<file path="src/rtl/defines.vh">
// Shared widths for the NTT datapath; the zeta ROM and the memory sequencer both read these.
`ifndef NTT_DEFINES_VH
`define NTT_DEFINES_VH
`define DWIDTH      16
`define KYBER_N     256
`define NTT_LAYERS  7
`define ZETA_IDX_W  7
`endif

</file>
<file path="src/rtl/ntt_mem_ctrl_pkg.sv">
// Common constants, FSM encodings and types for the in-place NTT memory sequencer.
`include "defines.vh"

package ntt_mem_ctrl_pkg;

  localparam int DWIDTH     = `DWIDTH;
  localparam int KYBER_N    = `KYBER_N;
  localparam int NTT_LAYERS = `NTT_LAYERS;
  localparam int ZETA_IDX_W = `ZETA_IDX_W;

  localparam logic [2:0] S_IDLE = 3'd0;
  localparam logic [2:0] S_RD   = 3'd1;
  localparam logic [2:0] S_CAP  = 3'd2;
  localparam logic [2:0] S_BFW  = 3'd3;
  localparam logic [2:0] S_WRA  = 3'd4;
  localparam logic [2:0] S_WRB  = 3'd5;
  localparam logic [2:0] S_DONE = 3'd6;

  typedef struct packed {
    logic [`DWIDTH-1:0] a;
    logic [`DWIDTH-1:0] b;
  } bf_pair_t;

endpackage

</file>
<file path="src/rtl/ntt_mem_ctrl_addr_gen.sv">
// Cooley-Tukey schedule counters: len, group base, j and zeta index k.
module ntt_addr_gen
  import ntt_mem_ctrl_pkg::*;
#(
  parameter int ADDR_WIDTH = 8,
  parameter int LAST_LEN   = 2,
  parameter int ZWIDTH     = ZETA_IDX_W
) (
  input  logic                  clk,
  input  logic                  rst,
  input  logic                  init,
  input  logic                  step,
  output logic [ADDR_WIDTH-1:0] addr_lo,
  output logic [ADDR_WIDTH-1:0] addr_hi,
  output logic [ZWIDTH-1:0]     zeta_idx,
  output logic                  last
);

  localparam logic [ADDR_WIDTH-1:0] HALF_N   = {1'b1, {(ADDR_WIDTH-1){1'b0}}};
  localparam logic [ADDR_WIDTH-1:0] LAST_VAL = ADDR_WIDTH'(LAST_LEN);

  logic [ADDR_WIDTH-1:0] len;
  logic [ADDR_WIDTH-1:0] grp_base;
  logic [ADDR_WIDTH-1:0] j;
  logic [ZWIDTH-1:0]     k;

  logic [ADDR_WIDTH-1:0] j_next;
  logic [ADDR_WIDTH:0]   next_base;
  logic                  grp_end;
  logic                  layer_end;

  // NOTE: every signal assigned in always_comb gets a default first so no latch is inferred.
  always_comb begin
    j_next    = j + ADDR_WIDTH'(1);
    next_base = {1'b0, grp_base} + {len, 1'b0};
    grp_end   = (j_next == grp_base + len);
    // The carry out of grp_base + 2*len marks the end of the coefficient array.
    layer_end = grp_end && next_base[ADDR_WIDTH];
    last      = layer_end && (len == LAST_VAL);
    addr_lo   = j;
    addr_hi   = j + len;
    zeta_idx  = k;
  end

  // k wraps to zero after the final group; that value is never presented.
  // NOTE: sequential state uses non-blocking assignments so all registers update together.
  always_ff @(posedge clk or posedge rst) begin
    if (rst) begin
      len      <= HALF_N;
      grp_base <= '0;
      j        <= '0;
      k        <= ZWIDTH'(1);
    end else if (init) begin
      len      <= HALF_N;
      grp_base <= '0;
      j        <= '0;
      k        <= ZWIDTH'(1);
    end else if (step) begin
      if (grp_end) begin
        k <= k + ZWIDTH'(1);
        if (layer_end) begin
          len      <= len >> 1;
          grp_base <= '0;
          j        <= '0;
        end else begin
          grp_base <= next_base[ADDR_WIDTH-1:0];
          j        <= next_base[ADDR_WIDTH-1:0];
        end
      end else begin
        j <= j_next;
      end
    end
  end

endmodule

</file>
<file path="src/rtl/ntt_mem_ctrl.sv">
// In-place NTT sequencer: reads butterfly operand pairs, hands them to the butterfly unit,
// and writes both results back through RAM port A.
module ntt_mem_ctrl
  import ntt_mem_ctrl_pkg::*;
#(
  parameter int ADDR_WIDTH = 8,
  parameter int LAST_LEN   = 2,
  parameter int ZWIDTH     = ZETA_IDX_W
) (
  input  logic                  clk,
  input  logic                  rst,
  input  logic                  start,
  output logic                  busy,
  output logic                  done,
  output logic                  ram_we,
  output logic [ADDR_WIDTH-1:0] ram_addr_a,
  output logic [ADDR_WIDTH-1:0] ram_addr_b,
  output logic [`DWIDTH-1:0]    ram_din_a,
  input  logic [`DWIDTH-1:0]    ram_dout_a,
  input  logic [`DWIDTH-1:0]    ram_dout_b,
  output logic                  bf_req,
  output logic [`DWIDTH-1:0]    bf_a,
  output logic [`DWIDTH-1:0]    bf_b,
  output logic [ZWIDTH-1:0]     bf_zeta_idx,
  input  logic                  bf_done,
  input  logic [`DWIDTH-1:0]    bf_a_res,
  input  logic [`DWIDTH-1:0]    bf_b_res
);

  logic [2:0]            state;
  logic [2:0]            state_nxt;
  logic [ADDR_WIDTH-1:0] addr_lo;
  logic [ADDR_WIDTH-1:0] addr_hi;
  logic [ZWIDTH-1:0]     zeta_idx;
  logic                  last;
  bf_pair_t              res;
  logic [ADDR_WIDTH-1:0] addr_a_q;
  logic [ADDR_WIDTH-1:0] addr_b_q;
  logic [`DWIDTH-1:0]    din_q;

  ntt_addr_gen #(
    .ADDR_WIDTH (ADDR_WIDTH),
    .LAST_LEN   (LAST_LEN),
    .ZWIDTH     (ZWIDTH)
  ) u_addr_gen (
    .clk      (clk),
    .rst      (rst),
    .init     ((state == S_IDLE) && start),
    .step     (state == S_WRB),
    .addr_lo  (addr_lo),
    .addr_hi  (addr_hi),
    .zeta_idx (zeta_idx),
    .last     (last)
  );

  always_comb begin
    state_nxt = state;
    case (state)
      S_IDLE:  if (start) state_nxt = S_RD;
      S_RD:    state_nxt = S_CAP;
      S_CAP:   state_nxt = S_BFW;
      S_BFW:   if (bf_done) state_nxt = S_WRA;
      S_WRA:   state_nxt = S_WRB;
      S_WRB:   state_nxt = last ? S_DONE : S_RD;
      S_DONE:  state_nxt = S_IDLE;
      default: state_nxt = S_IDLE;
    endcase
  end

  // Port signals follow the counters in RD/WRA/WRB and otherwise replay the last driven value.
  always_comb begin
    ram_we     = 1'b0;
    ram_addr_a = addr_a_q;
    ram_addr_b = addr_b_q;
    ram_din_a  = din_q;
    case (state)
      S_RD: begin
        ram_addr_a = addr_lo;
        ram_addr_b = addr_hi;
      end
      S_WRA: begin
        ram_we     = 1'b1;
        ram_addr_a = addr_lo;
        ram_din_a  = res.a;
      end
      S_WRB: begin
        ram_we     = 1'b1;
        ram_addr_a = addr_hi;
        ram_din_a  = res.b;
      end
      default: ;
    endcase
  end

  assign busy = (state != S_IDLE);
  assign done = (state == S_DONE);

  always_ff @(posedge clk or posedge rst) begin
    if (rst) begin
      state    <= S_IDLE;
      addr_a_q <= '0;
      addr_b_q <= '0;
      din_q    <= '0;
    end else begin
      state    <= state_nxt;
      addr_a_q <= ram_addr_a;
      addr_b_q <= ram_addr_b;
      din_q    <= ram_din_a;
    end
  end

  // Operands, zeta index and bf_req all become visible in the same (first BFW) cycle.
  always_ff @(posedge clk or posedge rst) begin
    if (rst) begin
      bf_req      <= 1'b0;
      bf_a        <= '0;
      bf_b        <= '0;
      bf_zeta_idx <= '0;
      res         <= '0;
    end else begin
      bf_req <= (state == S_CAP);
      if (state == S_CAP) begin
        bf_a        <= ram_dout_a;
        bf_b        <= ram_dout_b;
        bf_zeta_idx <= zeta_idx;
      end
      if ((state == S_BFW) && bf_done) begin
        res.a <= bf_a_res;
        res.b <= bf_b_res;
      end
    end
  end

endmodule
</file>
<file path="config.mk">
export PLATFORM = sky130hd
export DESIGN_NAME = ntt_mem_ctrl
export DESIGN_NICKNAME = d
export VERILOG_FILES = /design/src/rtl/ntt_mem_ctrl_pkg.sv /design/src/rtl/ntt_mem_ctrl_addr_gen.sv /design/src/rtl/ntt_mem_ctrl.sv
export VERILOG_INCLUDE_DIRS = /design/src /design/src/rtl
export SDC_FILE = /design/constraint.sdc
export NUM_CORES = 1
export LEC_CHECK = 0
export CAP_MARGIN = 20
export CORE_MARGIN = 2
export CORE_UTILIZATION = 52
export CTS_CLUSTER_DIAMETER = 80
export CTS_CLUSTER_SIZE = 20
export DETAILED_ROUTE_END_ITERATION = 8
export GPL_TIMING_DRIVEN = 1
export HOLD_SLACK_MARGIN = 0.03
export PLACE_DENSITY_LB_ADDON = 0.3
export SLEW_MARGIN = 20
export SYNTH_ARGS = -nofsm -noshare
export SYNTH_HDL_FRONTEND = slang
export SYNTH_HIERARCHICAL = 1
export SYNTH_SLANG_ARGS = --single-unit
</file>
<file path="constraint.sdc">
create_clock -name clk -period 4.9 [get_ports clk]
set_input_delay 0.98 -clock clk [delete_from_list [all_inputs] [get_ports clk]]
set_output_delay 0.98 -clock clk [all_outputs]
set_load 0.05 [all_outputs]
</file>
==> results.toml <==
[placed_design]
hpwl_um = 12300
gp_routability_congestion = 0.919
dp_cells = 891
io_buffer_count = 142

[setup_path]
critPathSlowestCell = "clkdlybuf4s50_1"
r2r_setup_slack_ps = 1560
critPathTopFamily = "buffers and inverters"
cpPeakStageDelay_ps = 880
cp.arrival_ps = 3660
cp_cell_sequence = "ha_1 -> inv_1 -> fa_1 -> inv_1 -> a21oi_1 -> o21bai_1 -> xor2_1 -> mux2i_1 -> a221oi_1 -> clkdlybuf4s50_1"
worstPathRequired_ps = 3920
cp_max_fo = 8
crit_type = "flip-flop to output pin"
cpMostUsedCell = "inv_1"
worstSetupEndpointType = "output pin"
crit_path_start_kind = "flip-flop"
crit_buf_inv = 3

[grt]
grt_pass1_wl_um = 27600
antenna_found_initial = 0
gr-max-usage-layer = "met2"
met1_usage_pct = 28.3
met3_usage_pct = 6.81
grt_pass1_vias = 5558
met2_usage_pct = 42.1
grt_max_degree = 55
overflow = 0
grt_util_all_layers_pct = 24.5

[synth]
synth-seq-cells = 138
yosysWarnings = 6
synth_nets = 688
syn_inst = 594
synth_cell_types = 69
synth-edff-count = 0
syn_area_um2 = 7150
synthArstFlopShare_pct = 100
ys.flop_type = "dfrtp_1"
synth_area_per_cell_um2 = 12.0
yosysSeqAreaShare_pct = 48.3

[die]
initial_utilization_pct = 53.6
pin_count = 143
die-area_um2 = 14700
chipWidth_um = 121
core_um2 = 13300
die_h_um = 121
row_count = 42

[drt]
drc = 0
vias = 5188
dr.pass1.iters = 4
drt_iter0_markers = 407
wl_um = 17300
postRouteAntennaNets = 0
viasPerCell = 5.62
post_drt_wl_per_cell_um = 18.8

[sta]
hold_violations = 0
slew_viol_final = 0
worst_pin_slew_ps = 1070
finalSetupViolCount = 0
post-route-period-util_pct = 94.6
rsz0062_at_grt = "no"
fin_skew_ps = 13.5
fmaxAchievable_ghz = 0.216
max-slew-margin-rel_pct = 28.5
finalSetupTns_ps = 0
final.min_clock_period_ps = 4640

[layout]
layout.cells.non_filler = 923
syn2layout_area_growth_pct = 29.1
diodes = 0
drive_gt1_share_pct = 15.1
finalNetCount = 828

[worst_hold_path]
hp-class = "flip-flop to flip-flop"

[cts]
cts_max_level = 4
ctsResizeCount = 0
clock_latency_ps = 430
cts_made_buffers = 17
post_cts_buffers = 0
clkTransAtPathRegs_ps = 60
cts_sinks = 138
cts_tree = "done"
clockRootBuffer = "clkbuf_16"
ctsHoldBuffers = 0
clockBufferDepth = 2

[pwr]
ir_worst_vdd_v = 0.000404
p_leak_nw = 3.97
power_density_nw_per_um2 = 693

[job]
drv_cap = 0

[outcome]
status = "complete, no violations"
[layout make-up]
class                      instances  area (um^2)
fill                             997         4120
sequential                       138         3460
multi-input combinational        403         3410
timing repair buffer             151         1500
clock buffer                      21          470
tap                              176          220
clock inverter                    11         95.1
inverter                          23         88.8
[flip-flops by register name (all words and copies together) (netlist names), 8 cells and up]
name,cells
u_addr_gen/addr_lo,8
u_addr_gen/len,8
addr_a_q,8
u_addr_gen/grp_base,8
addr_b_q,8
bf_a,16
din_q,16
bf_b,16
res,32
[final timing paths]
check / startpoint / endpoint / cells after the start
max: u_addr_gen/addr_lo[0]$_DFFE_PP0P_ / ram_addr_a[4] / 10
min: bf_b[8]$_DFFE_PP0P_ / bf_b[8]$_DFFE_PP0P_ / 1
max reg2reg: state[2]$_DFFE_PP0P_ / u_addr_gen/len[0]$_DFFE_PP0P_ / 7
min reg2reg: bf_b[8]$_DFFE_PP0P_ / bf_b[8]$_DFFE_PP0P_ / 1
max in group asynchronous: rst / din_q[10]$_DFF_PP0_ / 3
min in group asynchronous: rst / u_addr_gen/zeta_idx[5]$_DFFE_PP0P_ / 3
[Yosys cell counts (2+ instances only)]
library cell | count | area (um^2)
dfrtp_1 | 136 | 3400
mux2_2 | 46 | 518
mux2_1 | 36 | 405
mux2i_1 | 36 | 360
nor2_1 | 29 | 109
nand2_1 | 27 | 101
xnor2_1 | 25 | 219
o21ai_0 | 24 | 120
a21oi_1 | 23 | 115
ha_1 | 23 | 288
inv_1 | 21 | 78.8
nor2b_1 | 12 | 75.1
buf_2 | 9 | 45.0
nand2b_1 | 9 | 56.3
a221oi_1 | 8 | 70.1
nand3_1 | 8 | 40.0
buf_4 | 7 | 52.6
buf_6 | 7 | 78.8
a21o_1 | 6 | 45.0
clkbuf_1 | 6 | 22.5
nor3_1 | 6 | 30.0
o22ai_2 | 6 | 75.1
and3_1 | 5 | 31.3
nand4_1 | 5 | 31.3
o21bai_1 | 5 | 37.5
a22oi_1 | 4 | 30.0
xor2_1 | 4 | 35.0
a2bb2oi_1 | 3 | 26.3
fa_1 | 3 | 60.1
nor4_1 | 3 | 18.8
or3_1 | 3 | 18.8
a31o_1 | 2 | 17.5
and2_1 | 2 | 12.5
dfstp_2 | 2 | 52.6
inv_2 | 2 | 7.51
nand4b_4 | 2 | 47.6
nor3_4 | 2 | 32.5
nor4b_1 | 2 | 17.5
o21ai_1 | 2 | 10.0
o31ai_1 | 2 | 15.0
or4_1 | 2 | 15.0
or4_4 | 2 | 22.5
[routing by layer]
layer | vias to the layer above | part of all wire [%] | wire [um]
met5 | - | 0 | 0
met4 | 0 | 3.4 | 589
met3 | 43 | 6.8 | 1180
met2 | 198 | 50 | 8690
met1 | 2546 | 40 | 6850
li1 | 2401 | - | -
[per-stage QoR]
step                setup WS (ps)  hold WS (ps)  power, mW  cell area, um^2  utilization, %
floorplan                     772           464       4.24             7150               -
global placement              725           467       5.07             8660            64.9
detailed placement            617           475       5.19             8660            64.9
CTS                           152           487       6.43             9230            69.1
global route                 75.6           494       6.71             9230            69.2
finish                        263           484       6.39             9230            69.2
[power by group]
part	leakage [nW]	total (mW)	switching (mW)	internal, mW
Clock	0.275	1.21	0.478	0.734
Sequential	1.67	1.89	0.308	1.59
Combinational	2.03	3.29	2.03	1.26
Total	3.97	6.39	2.81	3.58
[kinds of logic (layout without fill, tap and decap cells)]
family / count (synthesis) / count (layout) / share of synthesized area [%]
fa+ha+maj: 26 / 26 / 4.87
flops: 138 / 138 / 48.3
simple gates: 129 / 129 / 10.8
xor+xnor: 32 / 32 / 4.50
mux: 118 / 118 / 18.0
compound gates: 98 / 98 / 9.49
buf+inv: 53 / 206 / 4.06
[cell usage in the layout (no fill, tap or decap), types with 4 or more instances in the layout]
cell type        count
a221oi_1             8
xnor2_1             25
nand2b_1             9
nor2_1              28
a22oi_1              4
nor2b_1             12
ha_1                23
inv_1               20
a21o_1               6
clkdlybuf4s50_1    139
buf_4                9
a21oi_1             23
mux2_2              46
and3_1               5
dfrtp_1            136
nand2_1             27
mux2_1              36
nand3_1              8
clkinv_2             5
nor3_1               6
o22ai_2              6
mux2i_1             36
nand4_1              5
xor2_1               4
clkbuf_16           17
o21bai_1             5
o21ai_0             24
No activity file was read; power rests on OpenSTA's default activity.
